**config.mk**
```make
export PLATFORM = sky130hd
export DESIGN_NAME = lcd_timing_gen
export DESIGN_NICKNAME = d
export VERILOG_FILES = /design/src/rtl/lcd_timing_gen.sv
export SDC_FILE = /design/constraint.sdc
export NUM_CORES = 1
export LEC_CHECK = 0
export CAP_MARGIN = 20
export CORE_MARGIN = 3
export CORE_UTILIZATION = 54
export DETAILED_ROUTE_END_ITERATION = 12
export MAX_ROUTING_LAYER = met4
export PLACE_DENSITY = 0.79
export SLEW_MARGIN = 20
export SYNTH_ARGS = -nofsm -noshare
export SYNTH_HDL_FRONTEND = slang
export SYNTH_SLANG_ARGS = --single-unit
```
**constraint.sdc**
```tcl
create_clock -name clk -period 2.4 [get_ports clk]
set_input_delay 0.48 -clock clk [delete_from_list [all_inputs] [get_ports clk]]
set_output_delay 0.48 -clock clk [all_outputs]
set_load 0.005 [all_outputs]
```
**src/rtl/lcd_timing_gen.sv**
```systemverilog
// lcd_timing_gen: HSYNC/VSYNC/DE timing for an RGB565 LCD panel, with a built-in
// test pattern. The panel is held idle for a startup interval after reset,
// because PLL lock is not available to the fabric.
// Handshake: none. The pixel stream is free-running. lcd_de qualifies lcd_r/g/b
// and px_x/px_y on every clock, and the panel samples them whenever lcd_de=1.
// The checker pattern uses bit 5 of both counters, so each axis needs at least
// 6 counter bits.
module lcd_timing_gen #(
  parameter int H_ACTIVE        = 800,
  parameter int H_FP            = 210,
  parameter int H_SYNC          = 20,
  parameter int H_BP            = 26,
  parameter int V_ACTIVE        = 480,
  parameter int V_FP            = 22,
  parameter int V_SYNC          = 10,
  parameter int V_BP            = 13,
  parameter int STARTUP_CYCLES  = 1024,
  parameter bit SYNC_ACTIVE_LOW = 1'b1
) (
  input  logic       clk,
  input  logic       rst_n,
  input  logic [1:0] mode,
  output logic       lcd_hsync,
  output logic       lcd_vsync,
  output logic       lcd_de,
  output logic [4:0] lcd_r,
  output logic [5:0] lcd_g,
  output logic [4:0] lcd_b,
  output logic [9:0] px_x,
  output logic [9:0] px_y,
  output logic       frame_start
);

  localparam int H_TOTAL = H_ACTIVE + H_FP + H_SYNC + H_BP;
  localparam int V_TOTAL = V_ACTIVE + V_FP + V_SYNC + V_BP;
  localparam int HW      = $clog2(H_TOTAL);
  localparam int VW      = $clog2(V_TOTAL);
  localparam int SW      = $clog2(STARTUP_CYCLES + 1);
  localparam int BAR_W   = H_ACTIVE / 8;
  localparam int BW      = (BAR_W > 1) ? $clog2(BAR_W) : 1;

  localparam logic [HW-1:0] H_LAST   = HW'(H_TOTAL - 1);
  localparam logic [HW-1:0] H_ACT_C  = HW'(H_ACTIVE);
  localparam logic [HW-1:0] HS_BEG   = HW'(H_ACTIVE + H_FP);
  localparam logic [HW-1:0] HS_END   = HW'(H_ACTIVE + H_FP + H_SYNC - 1);
  localparam logic [VW-1:0] V_LAST   = VW'(V_TOTAL - 1);
  localparam logic [VW-1:0] V_ACT_C  = VW'(V_ACTIVE);
  localparam logic [VW-1:0] VS_BEG   = VW'(V_ACTIVE + V_FP);
  localparam logic [VW-1:0] VS_END   = VW'(V_ACTIVE + V_FP + V_SYNC - 1);
  localparam logic [SW-1:0] SU_LAST  = SW'(STARTUP_CYCLES - 1);
  localparam logic [BW-1:0] BAR_LAST = BW'(BAR_W - 1);

  localparam logic SYNC_ON  = SYNC_ACTIVE_LOW ? 1'b0 : 1'b1;
  localparam logic SYNC_OFF = ~SYNC_ON;

  localparam logic [0:0] ST_WAIT = 1'b0;
  localparam logic [0:0] ST_RUN  = 1'b1;

  logic [0:0]    state;
  logic [SW-1:0] su_cnt;
  logic [HW-1:0] h_cnt;
  logic [VW-1:0] v_cnt;
  logic [BW-1:0] bar_w;
  logic [2:0]    bar_idx;
  logic [1:0]    mode_q;

  logic       h_last, v_last, h_act, v_act, de_now;
  logic       hs_on, vs_on, at_origin;
  logic [1:0] mode_eff;
  logic [2:0] pix;

  // Decode the current counter position into timing segments.
  always_comb begin
    h_last    = (h_cnt == H_LAST);
    v_last    = (v_cnt == V_LAST);
    h_act     = (h_cnt < H_ACT_C);
    v_act     = (v_cnt < V_ACT_C);
    de_now    = h_act && v_act;
    hs_on     = (h_cnt >= HS_BEG) && (h_cnt <= HS_END);
    vs_on     = (v_cnt >= VS_BEG) && (v_cnt <= VS_END);
    at_origin = (h_cnt == '0) && (v_cnt == '0);
    // The new mode applies from pixel (0,0) itself, never mid-frame.
    mode_eff  = at_origin ? mode : mode_q;
  end

  // Select the pattern colour as one bit per channel (r,g,b).
  always_comb begin
    pix = 3'b000;
    case (mode_eff)
      2'd0:    pix = {~bar_idx[1], ~bar_idx[2], ~bar_idx[0]};
      2'd1:    pix = {3{h_cnt[5] ^ v_cnt[5]}};
      2'd2:    pix = 3'b111;
      default: pix = 3'b000;
    endcase
  end

  // Startup wait, raster counters, bar width counter and the mode latch.
  always_ff @(posedge clk) begin
    if (!rst_n) begin
      state   <= ST_WAIT;
      su_cnt  <= '0;
      h_cnt   <= '0;
      v_cnt   <= '0;
      bar_w   <= '0;
      bar_idx <= '0;
      mode_q  <= 2'd0;
    end else begin
      case (state)
        ST_WAIT: begin
          su_cnt <= su_cnt + 1'b1;
          if (su_cnt == SU_LAST) begin
            state   <= ST_RUN;
            h_cnt   <= '0;
            v_cnt   <= '0;
            bar_w   <= '0;
            bar_idx <= '0;
          end
        end
        default: begin
          if (h_last) begin
            h_cnt <= '0;
            v_cnt <= v_last ? '0 : v_cnt + 1'b1;
          end else begin
            h_cnt <= h_cnt + 1'b1;
          end
          // Bar index tracks h by counting bar widths, restarting every line.
          if (h_last) begin
            bar_w   <= '0;
            bar_idx <= '0;
          end else if (h_act) begin
            if (bar_w == BAR_LAST) begin
              bar_w   <= '0;
              bar_idx <= bar_idx + 1'b1;
            end else begin
              bar_w <= bar_w + 1'b1;
            end
          end
          if (at_origin) mode_q <= mode;
        end
      endcase
    end
  end

  // Register all panel outputs from the current counters; idle outside RUN.
  always_ff @(posedge clk) begin
    if (!rst_n || state == ST_WAIT) begin
      lcd_de      <= 1'b0;
      lcd_hsync   <= SYNC_OFF;
      lcd_vsync   <= SYNC_OFF;
      lcd_r       <= '0;
      lcd_g       <= '0;
      lcd_b       <= '0;
      px_x        <= '0;
      px_y        <= '0;
      frame_start <= 1'b0;
    end else begin
      lcd_de      <= de_now;
      lcd_hsync   <= hs_on ? SYNC_ON : SYNC_OFF;
      lcd_vsync   <= vs_on ? SYNC_ON : SYNC_OFF;
      lcd_r       <= {5{pix[2] & de_now}};
      lcd_g       <= {6{pix[1] & de_now}};
      lcd_b       <= {5{pix[0] & de_now}};
      px_x        <= 10'(h_cnt);
      px_y        <= 10'(v_cnt);
      frame_start <= at_origin;
    end
  end

endmodule

```
==> impl_results.md <==
- Seq/Total Area, Yosys: 0.442
- Synth-to-Final Area Change: 21.4%
- H-tree depth: 3
- Setup violations, final: 0
- Slew margin rel.: 0.588
- Critical Path RT: 2680 ps
- Worst Path Class, Setup: flop to flop
- Routability cong.: 0.903
- Simple-Gate Fraction of Synth Area: 0.244
- TritonCTS Buffers: 9
- Initial Util: 0.575
- PwrDens: 580 nW/um^2
- Async set-reset flop share out of synthesis: 0
- Crit path launch type: flop
- Max cap viols: 0
- Crit-path slowest cell: or4_1
- Post-CTS sizing: 0
- Ys flop type: dfxtp_1
- Number of global-route vias before repair: 2,550
- Clock Skews: 8.61 ps
- CP peak stage delay: 540 ps
- Mux share of post-synthesis cell area: 0.0157
- Number of setup buffers added after CTS: 0
- CP max FO: 16
- Compound-Gate Fraction of Synth Area: 0.155
- Internal: 1.83 mW
- Initial antenna violation count: 0
- Reg2Reg Depth: 5
- DP Area: 3730 um^2
- Clock latency on the worst-skew pair: 360 ps
- CORE AREA: 5680 um^2
- Synthesized area per cell: 9.11 um^2
- Cell Chain, Critical Path: or3_4, nor4_2, a21oi_2, or4_1, a21oi_1
- DRT antenna net count: 0
- TritonCTS clock tree: done
- Vias/cell: 5.74
- Mapped Area: 3260 um^2
- Gr usage total: 0.216
- Util after Layout: 0.697
- Final WL: 7060 um
- Fin nets: 409
- Sw Ratio: 0.204
- Die X: 83.7 um
- Total gr overflow: 0
- Via Count: 2,721
- Setup_tns: 0 ps
- Die area: 7010 um^2
- Routed WL per cell: 14.9 um
- Sequential power share: 0.524
- CTS Hold Bufs: 0
- Largest net degree at the start of global routing: 24
- First-pass GRT wire length: 12,000 um
- Final min period: 2130 ps
- Combinational Power Share: 0.018
- Leakage Power: 1.51 nW
- DRC viols: 0
- P_sw: 469 uW
- Yosys warning count: 0
- Final Power: 2.29 mW
- DP Wirelength: 5150 um
- Die Y-Extent: 83.7 um
- First-pass DRT Iterations: 4
- Delay-heaviest family, CP: simple AND/OR/NAND/NOR gates
- 1st-iter DRT viols: 170
- Least-Margin Pin Slew: 610 ps
- I/O Pins: 44
- Cell depth of the worst setup path: 5
- Worst Path Buf+Inv: 0
- Num rows: 27
- Crit share post-route: 0.886
- Critical Path AT: 2410 ps
- Fraction of layout cells with a size suffix above 1: 0.117
- N_diodes: 0
- RSZ-0062 raised after global routing: false
- Largest family of logic cells by synthesized area: simple AND/OR/NAND/NOR gates
- Slew Limit Fails: 0
- Worst hold path cell count: 1
- Power share of the clock group: 0.458
- Post-Synth Adder-Cell Area: 0.0307
- #FFs+latches synth: 72
- Fmax: 0.470 GHz
- Crit. End Element: flop
- IO Port Bufs: 43
- CTS sink cnt: 72
- Final Instance Area: 3960 um^2
- Clk Tree Root Cell: clkbuf_8
- Outcome: finished, final reports clean
- Synth Area in XOR/XNOR: 0.0457
- Clk slew on worst S/H paths: 80 ps
- Post-synth EDFFs: 0
- Worst VDD drop: 0.430 mV
- Gate Count Post-Synth: 358
- Hold Crit Class: flop to flop
- Clock buffer depth: 2
- Post-Synthesis Net Count: 370
- Filler cells: 428
- Final hold violation count: 0
- Yosys cell types: 61
flip-flops by register name, summed over array words and instances (netlist names), 2 cells and up:
register  flops
v_cnt        10
mode_q        2
bar_idx       3
px_y         10
px_x         10
h_cnt        11
bar_w         7
su_cnt       11
cell usage after synthesis (4+ instances only):
cell type,count,area (um^2)
dfxtp_1,72,1440
nor2_1,37,139
and3_1,24,150
nand3_1,19,95.1
nand2_1,18,67.6
a21oi_1,16,80.1
clkbuf_1,15,56.3
buf_4,13,97.6
xor2_1,11,96.3
nand4_1,10,62.6
ha_1,8,100
inv_1,8,30.0
o21ai_0,8,40.0
or3_1,7,43.8
a311oi_1,6,52.6
xnor2_1,6,52.6
a41oi_1,5,43.8
o211ai_1,5,37.5
and2_1,4,25.0
mux2i_1,4,40.0
nor3_1,4,20.0
worst paths after layout:
path	from	endpoint	slack [ps]
setup reg to reg	h_cnt[6]$_SDFFE_PN0P_	v_cnt[9]$_SDFFE_PN0P_	270
hold / removal	bar_idx[2]$_SDFFE_PN0P_	lcd_g[0]$_SDFF_PP0_	460
hold reg to reg	bar_idx[2]$_SDFFE_PN0P_	lcd_g[0]$_SDFF_PP0_	460
setup / recovery	h_cnt[6]$_SDFFE_PN0P_	v_cnt[9]$_SDFFE_PN0P_	270
worst reg2reg max path, delay by kind of cell (launching register included):
kind	cells	cell delay, ps
simple gates	3	1380
flops	1	360
compound gates	2	320
cells in the final DEF, fill, tap and decap left out, types with 5 or more instances in the layout:
cell             synthesis  final
o21ai_0                  8      8
and3_1                  24     24
clkdlybuf4s50_1          0     43
nand4_1                 10     10
a41oi_1                  5      5
xnor2_1                  6      6
a21oi_1                 16     15
o211ai_1                 5      5
xor2_1                  11     11
nand2_1                 18     18
nand3_1                 19     19
clkbuf_8                 0     10
dfxtp_1                 72     72
or3_1                    7      7
inv_1                    8      8
a311oi_1                 6      6
nor2_1                  37     37
buf_4                   13     18
ha_1                     8      8
through the flow:
step                cells  hold slack [ps]  setup slack, ps
floorplan             358              426              326
global placement      458              441              308
detailed placement    458              449              164
CTS                   474              459              134
global route          474              479             80.0
finish                474              459              274
cells by family (layout without fill, tap and decap cells):
family	count (synthesis)	after routing
compound gates	67	67
xor+xnor	17	17
fa+ha+maj	8	8
buf+inv	42	86
flops	72	72
mux	5	5
simple gates	147	147
power by group through the flow:
stage | combinational [mW] | sequential [mW] | clock (mW)
after floorplan | 0.0232 | 1.23 | 0
after global placement | 0.0400 | 1.23 | 0
after detailed placement | 0.0408 | 1.23 | 0
after CTS | 0.0419 | 1.20 | 1.07
after global routing | 0.0471 | 1.20 | 1.12
final | 0.0417 | 1.20 | 1.05
final cells by class:
cell class / instances / area [um^2] / area share
multi-input cells: 244 / 1610 / 0.406
flip-flops and latches: 72 / 1440 / 0.364
repair buffers: 61 / 566 / 0.143
clock buffers: 11 / 141 / 0.0357
well taps: 72 / 90.1 / 0.0228
clock inverters: 5 / 80.1 / 0.0202
inverters: 9 / 33.8 / 0.00854
per-layer routing:
metal / track usage / up-vias / part of all wire
li1: - / 1361 / -
met1: 0.267 / 1274 / 0.44
met2: 0.339 / 75 / 0.47
met3: 0.0573 / 11 / 0.067
met4: 0.0789 / 0 / 0.018
met5: - / - / 0
Power figures use the tool's default switching activity.
